### src/rtl/apb_timer_slave.sv
// apb_timer_slave: APB prescaled down-counter timer with sticky expiry flag and level interrupt
module apb_timer_slave #(
    parameter int SEL_BIT = 0,
    parameter int CNT_W   = 32
) (
    input  logic        Hclk,
    input  logic        Hreset,
    input  logic [2:0]  Pselx,
    input  logic        Penable,
    input  logic        Pwrite,
    input  logic [31:0] Paddr,
    input  logic [31:0] Pwdata,
    output logic [31:0] Prdata,
    output logic        Irq
);
    logic en, auto_rl, ie, exp_f;
    logic [7:0] presc, pcnt;
    logic [CNT_W-1:0] load, count;
    logic sel, wr, wr_ctrl, wr_load, wr_stat, tick, expire;
    logic [31:0] rmux;
    logic unused_ok;
    assign unused_ok = &{1'b0, Paddr, Pwdata, Pselx};
    assign sel     = Pselx[SEL_BIT];
    assign wr      = sel & Penable & Pwrite;
    assign wr_ctrl = wr & (Paddr[7:2] == 6'd0);
    assign wr_load = wr & (Paddr[7:2] == 6'd1);
    assign wr_stat = wr & (Paddr[7:2] == 6'd3);
    assign tick    = en & (pcnt == presc);
    // a LOAD write landing on a tick supersedes that tick's expiry
    assign expire  = tick & (count == '0) & ~wr_load;
    assign Irq     = exp_f & ie;
    always_ff @(posedge Hclk or posedge Hreset) begin
        if (Hreset) begin
            en      <= 1'b0;
            auto_rl <= 1'b0;
            ie      <= 1'b0;
            presc   <= '0;
            load    <= '0;
            count   <= '0;
            pcnt    <= '0;
            exp_f   <= 1'b0;
        end else begin
            if (wr_ctrl) begin
                en      <= Pwdata[0];
                auto_rl <= Pwdata[1];
                ie      <= Pwdata[2];
                presc   <= Pwdata[15:8];
            end else if (expire & ~auto_rl) begin
                en <= 1'b0;
            end
            if (wr_load)
                load <= Pwdata[CNT_W-1:0];
            count <= wr_load ? Pwdata[CNT_W-1:0] :
                     !tick ? count :
                     (count != '0) ? count - CNT_W'(1) :
                     auto_rl ? load : count;
            pcnt  <= (wr_load | (wr_ctrl & Pwdata[0] & ~en)) ? '0 :
                     !en ? pcnt :
                     tick ? '0 : pcnt + 8'd1;
            // expiry set wins over a same-edge W1C
            exp_f <= expire | (exp_f & ~(wr_stat & Pwdata[0]));
        end
    end
    always_comb begin
        rmux = '0;
        case (Paddr[7:2])
            6'd0:    rmux = {16'd0, presc, 5'd0, ie, auto_rl, en};
            6'd1:    rmux = 32'(load);
            6'd2:    rmux = 32'(count);
            6'd3:    rmux = {31'd0, exp_f};
            default: rmux = '0;
        endcase
    end
    assign Prdata = (sel & ~Pwrite) ? rmux : '0;
endmodule

### config.mk
export PLATFORM = sky130hd
export DESIGN_NAME = apb_timer_slave
export DESIGN_NICKNAME = d
export VERILOG_FILES = /design/src/rtl/apb_timer_slave.sv
export SDC_FILE = /design/constraint.sdc
export NUM_CORES = 1
export LEC_CHECK = 0
export ABC_AREA = 0
export BUFFER_PORTS_ARGS = -buffer_cell sky130_fd_sc_hd__buf_2
export CAP_MARGIN = 20
export CORE_ASPECT_RATIO = 0.75
export CORE_MARGIN = 10
export CORE_UTILIZATION = 50
export CTS_CLUSTER_DIAMETER = 80
export CTS_CLUSTER_SIZE = 12
export DETAILED_ROUTE_END_ITERATION = 8
export PLACE_DENSITY = 0.73
export SYNTH_ARGS = -nofsm -noshare
export SYNTH_HDL_FRONTEND = slang
export SYNTH_SLANG_ARGS = --single-unit
### constraint.sdc
create_clock -name Hclk -period 3.2 [get_ports Hclk]
set_input_delay 0.64 -clock Hclk [delete_from_list [all_inputs] [get_ports Hclk]]
set_output_delay 0.64 -clock Hclk [all_outputs]
set_load 0.02 [all_outputs]
Word level (Yosys, flattened, before mapping)
Index checks and enable logic that the tools add are counted.
{"block": "op_classes", "n_eq_ne": 4, "n_addsub": 2, "muxes": 11, "n_reduce_logical": 8, "bitwise_logic": 22}
{"cell": "$mux W32", "n": 5}
{"cell": "$pmux W32 S4", "n": 1}
{"cell": "$logic_not A32 Y1", "n": 1}
{"cell": "$reduce_bool A32 Y1", "n": 1}
{"cell": "$sub A32 B1 Y32 const B", "n": 1}
{"cell": "$mux W8", "n": 3}
{"cell": "$and A1 B1 Y1", "n": 15}
{"cell": "$eq A6 B2 Y1 const B", "n": 2}
{"cell": "$add A8 B1 Y8 const B", "n": 1}
{"cell": "$eq A8 B8 Y1", "n": 1}
{"cell": "$eq A6 B1 Y1 const B", "n": 1}
{"cell": "$logic_not A6 Y1", "n": 1}
{"cell": "$reduce_bool A2 Y1", "n": 3}
{"cell": "$not A1 Y1", "n": 5}
{"cell": "$reduce_bool A3 Y1", "n": 1}
{"cell": "$mux W1", "n": 2}
{"cell": "$or A1 B1 Y1", "n": 2}
{"cell": "$reduce_and A2 Y1", "n": 1}
{"block": "totals", "regBits": 84, "inputBits": 71, "out_inout_bits": 33, "wordCells": 55}

Logic depth before layout (Yosys ltp)
Gate-level depths: netlist of the first run.
{"block": "logic_depth", "word_depth": 8, "depth_mapped": 10, "ltp_nobuf": 8}

Worst setup path after synthesis of the first run
Ideal clock, no wire load.
{"block": "synth_path", "kind": "input to output", "from": "input port Paddr[5]", "to": "output port Prdata[16]", "cell_stages": 6, "arrival_time_ns": 2.354, "path_buffers": 2, "t_required_ns": 2.560, "setup_slack_ns": 0.206, "path_cell_list": "or4_1 clkbuf_1 nor3b_1 clkbuf_1 a22oi_1 nor2_1"}
{"block": "synth_between", "elab_chain_cells": 3, "word_cells_on_any_way": 6, "classes_between": "eq/ne (3); mux (2); reduce/logical (1)"}
{"element": "start, declared", "line_no": "11", "source": "input logic [31:0] Paddr,"}
{"element": "$eq A6 B2 Y1 (tied with other cells)", "line_no": "66", "source": "case (Paddr[7:2])"}
{"element": "$pmux W32 S4 *", "line_no": "66"}
{"element": "$mux W32 *", "line_no": "74", "source": "assign Prdata = (sel & ~Pwrite) ? rmux : '0;"}
{"element": "end, declared", "line_no": "13", "source": "output logic [31:0] Prdata,"}
Mark *: on every way between the ends. The rest lies on a longest branch, timed or not.

Worst setup path after layout of the first run
{"block": "layout_path", "from": "register count[4]", "to": "register count[7]"}
{"block": "layout_between", "elab_chain_cells": 4, "word_cells_on_any_way": 7, "classes_between": "add/sub (1); mux (3); reduce/logical (3)"}
{"element": "start, declared", "line_no": "18", "source": "logic [CNT_W-1:0] load, count;"}
{"element": "start signal, assigned", "line_no": "53", "source": "count <= wr_load ? Pwdata[CNT_W-1:0] :"}
{"element": "$sub A32 B1 Y32 / $reduce_bool A32 Y1 (equally long branches)", "line_no": "55", "source": "(count != '0) ? count - CNT_W'(1) :"}
{"element": "$mux W32", "line_no": "55"}
{"element": "$mux W32", "line_no": "54", "source": "!tick ? count :"}
{"element": "$mux W32", "line_no": "53"}
Several ways; a longest one is shown, not always the timed one. The select of a mux whose other input is x is not followed.
A chain may end at the register's enable or synchronous reset.

==> impl_metrics.ini, run 1 <==
[detailed_routing]
drtPass1Iterations = 5
routed_via_density = 6.23
drc = 0
routedWlPerCell_um = 19.8
wl_mm = 16.6
drt_iter0_drc = 591
vias = 5213
antenna_left = 0

[pwr]
power_mw = 2.83
leakagePower_nw = 2.79
ir_drop_mv = 0.361
pwr_density_cell_nw_per_um2 = 458

[logic_synthesis]
synth_flop_cell = dfrtp_1
synth_seq_area_share_pct = 40.0
syn_nets = 700
synth-edff-count = 0
syn_avg_cell_area_um2 = 8.40
yosysWarnings = 0
yosysUniqueCellTypes = 65
synth_area_um2 = 5260
async_flop_share_pct = 100
synth_seq_cells = 84
syn-instance-count = 626

[global_routing]
grt_use_total_pct = 21.4
grt_max_degree = 51
overflow = 0
antenna_found_initial = 0
grt_pass1_wl_mm = 26.7
grt_pass1_vias = 5091

[final_layout]
fin_area_um2 = 6170
most-common-layout-cells = nand2_1, dfrtp_1, nor2_1
antenna_cells = 0
postLayoutCoreUtil_pct = 59.9
synthToLayoutAreaGrowth_pct = 17.2
fin_nets = 772
final_common_cell = nand2_1
drive_gt1_share_pct = 21.3

[worst_hold_path]
hp-class = input pin to asynchronous set/reset pin

[critical_path]
crit_arrival_ns = 3.13
endpoint_kind = register
crit_type = register to register
start_kind = register
ff2ff_path_depth = 6
critPathRequiredTime_ns = 3.41
critical_path.max_fanout = 9

[clock_network]
cts_tree = yes
clkLatencyLatePin_ns = 0.35
clk_pin_slew_ns = 0.06
cts_resized = 0
cts_buffer_depth = 2
ctsHoldBuffers = 0
root_buffer = clkbuf_16
cts-buffers-inserted = 9
post_cts_buffers = 0
clock-sinks = 84
htree_levels = 3

[timing]
grt_setup_unrepaired = false
setup_viol = 0
finalSetupTns_ns = 0
skew_ns = 0.00845
hold_viol_final = 0
fmax_ghz = 0.342
setup_ws_ns = 0.279
drv_slew = 0
tightestPinTransition_ns = 1.13
slew_headroom_pct = 24.3
fin_crit_ns = 2.92
fin_crit_sh_pct = 91.3

[die]
fp.dieW_um = 138
coreArea_um2 = 10300
dieArea_um2 = 15100
placementRows = 32
initial_core_util_pct = 51.1
ios = 104
die_h_um = 109

[placed_design]
hpwl_mm = 11.6
port_buffers = 75
gp_congestion = 0.917
place_ws_ns = 0.337
post_dp_cell_area_um2 = 5890

[outcome]
outcome = finished clean

[job]
drv_cap = 0
## cells by family (layout without fill, tap and decap cells)
family                     Yosys count  in the layout  synth area share [%]
and+or+nand+nor                    294            294                  27.6
AOI/OAI and AO/OA                  152            152                  19.1
DFF                                 84             84                  40.0
buffers and inverters               48            123                  4.16
muxes                               26             26                  5.26
xor gates and xnor gates            19             19                  3.16
adders and majority gates            3              3                 0.714
## critical path, stage by stage (launching register included)
cell and delay, ns:
dfrtp_1 0.48, nor4_4 0.60, nand4_4 0.31, nor4_1 0.87, a21oi_1 0.13, o211ai_1 0.25
o211ai_1 0.13
## sequential cells by signal, indices dropped and copies added, names as in the netlist
name and count:
count 32, load 32, en 1, presc 8, pcnt 8, ie 1
auto_rl 1, exp_f 1
## layout make-up
| cell class | count | area, um2 |
|---|---|---|
| repair buffers | 100 | 626 |
| fillers | 922 | 4120 |
| clock inverters | 2 | 10.0 |
| inverters | 9 | 35.0 |
| clock buffers | 12 | 267 |
| flip-flops and latches | 84 | 2100 |
| multi-input cells | 494 | 2960 |
| well taps | 136 | 170 |
## routing by layer
metal	track usage (%)	wire length [um]	vias to the layer above
li1	-	-	2409
met1	28.0	7210	2535
met2	34.1	7610	244
met3	6.91	1570	25
met4	4.73	179	0
met5	0	0	-
## final timing paths
check                      startpoint       end  slack [ns]
setup / recovery             count[4]  count[7]        0.28
hold / removal                 Hreset  load[11]        0.39
setup reg to reg             count[4]  count[7]        0.28
hold reg to reg              load[21]  load[21]        0.51
max in group asynchronous      Hreset   load[5]        2.12
min in group Hclk          Pwdata[27]  load[27]        0.50
## Yosys cell counts (5+ instances only)
| master | n | share of area [%] |
|---|---|---|
| nor4_1 | 10 | 1.2 |
| xnor2_1 | 9 | 1.5 |
| inv_1 | 9 | 0.64 |
| mux2i_1 | 13 | 2.5 |
| o21ai_0 | 21 | 2.0 |
| dfrtp_1 | 84 | 40 |
| clkbuf_1 | 24 | 1.7 |
| a21oi_1 | 41 | 3.9 |
| nor2_1 | 81 | 5.8 |
| a31oi_1 | 9 | 1.1 |
| o31ai_1 | 5 | 0.71 |
| o21ai_1 | 9 | 0.86 |
| nor3_1 | 13 | 1.2 |
| a22oi_1 | 23 | 3.3 |
| o211ai_1 | 9 | 1.3 |
| nand3_1 | 19 | 1.8 |
| mux2_2 | 13 | 2.8 |
| or3_1 | 7 | 0.83 |
| nand2_1 | 115 | 8.2 |
| xor2_1 | 10 | 1.7 |
| a22o_1 | 6 | 1.0 |
| nand4_1 | 11 | 1.3 |
| buf_2 | 7 | 0.67 |
## where the power goes
group          switching (mW)  internal, mW  total, mW
sequential              0.154          1.16       1.31
clock                   0.421         0.578      0.999
combinational           0.281         0.239      0.519
## metrics by stage
step,instances,hold WS [ns]
final,837,0.389
after global routing,837,0.452
after CTS,837,0.429
after detailed placement,823,0.493
after global placement,823,0.485
after floorplan,626,0.460
Power figures use the tool's default switching activity.
==> inputs of run 2 (changes only) <==
--- a/config.mk
+++ b/config.mk
@@ -5,7 +5,7 @@
 export SDC_FILE = /design/constraint.sdc
 export NUM_CORES = 1
 export LEC_CHECK = 0
-export ABC_AREA = 0
+export ABC_AREA = 1
 export BUFFER_PORTS_ARGS = -buffer_cell sky130_fd_sc_hd__buf_2
 export CAP_MARGIN = 20
 export CORE_ASPECT_RATIO = 0.75
@@ -14,7 +14,7 @@
 export CTS_CLUSTER_DIAMETER = 80
 export CTS_CLUSTER_SIZE = 12
 export DETAILED_ROUTE_END_ITERATION = 8
-export PLACE_DENSITY = 0.73
+export PLACE_DENSITY = 0.72
 export SYNTH_ARGS = -nofsm -noshare
 export SYNTH_HDL_FRONTEND = slang
 export SYNTH_SLANG_ARGS = --single-unit
==> run 2 against run 1 <==
First-iteration DRC count decreased by 10%. Sequential share of layout area decreased by 3.2 points. Critical path depth increased by 4. Setup slack improved by 0.11 ns. Maximum frequency increased by 4.0%. Die area increased by 11%. Design area increased by 10%. Power increased by 62%. Count of clock-buffer cells in the layout decreased by 2. Core utilization decreased by 1.3 points. Non-clock buffer count decreased by 9. Combinational power increased to 3.8 times the previous value. Largest cell class unchanged.
==> impl_metrics.ini, run 2 <==
[job]
drv_cap = 0

[final_layout]
fin_nets = 1073
synthToLayoutAreaGrowth_pct = 14.4
fill_cells = 1208
final_common_cell = nand2_1
antenna_cells = 0
most-common-layout-cells = nand2_1, inv_1, nor2_1
drive_gt1_share_pct = 15.5
largestRegisters = count x32, load x32

[timing]
skew_ns = 0.00583
fin_crit_ns = 2.81
grt_setup_unrepaired = false
finalSetupTns_ns = 0
slew_headroom_pct = 60.2
fmax_ghz = 0.356
fin_crit_sh_pct = 87.8
setup_viol = 0
tightestPinTransition_ns = 0.596
setup_ws_ns = 0.391
hold_viol_final = 0
drv_slew = 0

[critical_path]
crit_type = input pin to output pin
start_kind = input pin
critPathRequiredTime_ns = 2.56
critical_path.max_fanout = 12
crit_arrival_ns = 2.17
endpoint_kind = output pin

[logic_synthesis]
post-synth-top-area-fraction_pct = 35.3
synth_seq_cells = 84
syn_nets = 998
yosysTopAreaCell = dfrtp_1
async_flop_share_pct = 100
yosysWarnings = 0
synth_seq_area_share_pct = 35.3
synth.most_common_cell = nand2_1
yosys-top-cells-count = nand2_1, inv_1, nor2_1
syn_avg_cell_area_um2 = 6.45
synth_area_leaders = dfrtp_1, nand2_1, inv_1
synth-edff-count = 0
synth_flop_cell = dfrtp_1
yosysUniqueCellTypes = 38
syn-instance-count = 924
synth_area_um2 = 5960

[detailed_routing]
drtPass1Iterations = 5
vias = 6196
antenna_left = 0
drt_iter0_drc = 531
wl_mm = 18.7
routedWlPerCell_um = 16.0
drc = 0
routed_via_density = 5.31

[die]
die_h_um = 115
ios = 104
dieArea_um2 = 16700
placementRows = 34
coreArea_um2 = 11600
fp.dieW_um = 146
initial_core_util_pct = 51.3

[clock_network]
cts_buffer_depth = 2
clk_pin_slew_ns = 0.07
clkLatencyLatePin_ns = 0.34
post_cts_buffers = 0
clock-sinks = 84
htree_levels = 3
ctsHoldBuffers = 0
root_buffer = clkbuf_16
cts_resized = 0
cts_tree = yes
cts-buffers-inserted = 9

[outcome]
outcome = finished clean

[pwr]
ir_drop_mv = 0.309
pwr_density_cell_nw_per_um2 = 671
leakagePower_nw = 3.72

[global_routing]
antenna_found_initial = 0
grt_use_total_pct = 22.5
overflow = 0
grt_pass1_vias = 5795
grt_pass1_wl_mm = 30.6
grt_max_degree = 53

[placed_design]
place_ws_ns = 0.439
hpwl_mm = 14.2
port_buffers = 75
gp_congestion = 0.999

[worst_hold_path]
hp-class = input pin to asynchronous set/reset pin
[run 2: cell count changes after synthesis, sizes merged, moves of 17 or more]
cell,delta
a21oi,-18
a22oi,-23
clkbuf,-17
inv,+89
nand2,+287
nand3,+46
nor2,+26
o21ai,+18
[run 2: worst paths after layout]
kind,startpoint,cells after the start,slack (ns),endpoint
min in group Hclk,count[0],2,0.49,count[0]
min,Hreset,2,0.33,presc[4]
max,Paddr[5],10,0.39,Prdata[31]
min reg2reg,count[0],2,0.49,count[0]
max reg2reg,count[5],11,0.87,count[19]
max in group asynchronous,Hreset,3,2.17,count[4]
[run 2: logic make-up after synthesis]
| family | Yosys count | share of synthesized area [%] |
|---|---|---|
| simple gates | 605 | 43.8 |
| buf+inv | 127 | 9.41 |
| compound gates | 89 | 8.55 |
| flops | 84 | 35.3 |
| xor+xnor | 16 | 2.35 |
| fa+ha+maj | 3 | 0.630 |
[run 2: area by class of cell]
class	instances	area, um2	share of cell area [%]
Tap cell	162	203	2.97
Inverter	100	379	5.56
Clock inverter	6	87.6	1.29
Timing Repair Buffer	91	508	7.46
Multi-Input combinational cell	713	3300	48.4
Sequential cell	84	2100	30.8
Clock buffer	10	239	3.51
[run 2: power breakdown]
part           switching (mW)  internal [mW]
combinational            1.30          0.673
clock                   0.451          0.705
sequential              0.220           1.22
total                    1.97           2.60
[run 2: critical path, cell delays in order]
cell      delay, ns
buf_2          0.11
nor2_4         0.18
inv_2          0.06
nor2_4         0.11
nand2_1        0.23
clkinv_1       0.12
buf_4          0.21
nand2_1        0.09
a21oi_1        0.20
buf_2          0.22
[run 2: metrics by stage]
stage	hold slack (ns)	utilization, %	instance area (um2)	power, mW	cells
5_1_grt	0.383	58.7	6810	4.90	1166
6_report	0.333	58.7	6810	4.57	1166
4_1_cts	0.356	58.7	6810	4.53	1166
2_1_floorplan	0.449	-	5960	2.88	924
3_5_place_dp	0.477	55.9	6490	3.36	1150
3_3_place_gp	0.471	55.9	6490	3.35	1150
[run 2: metal layers]
layer	GRT usage (%)	up-vias	part of all wire, %
li1	-	3065	-
met1	32.9	2862	49
met2	33.0	252	41
met3	5.06	17	9.4
met4	4.59	0	1.1
met5	0	-	0
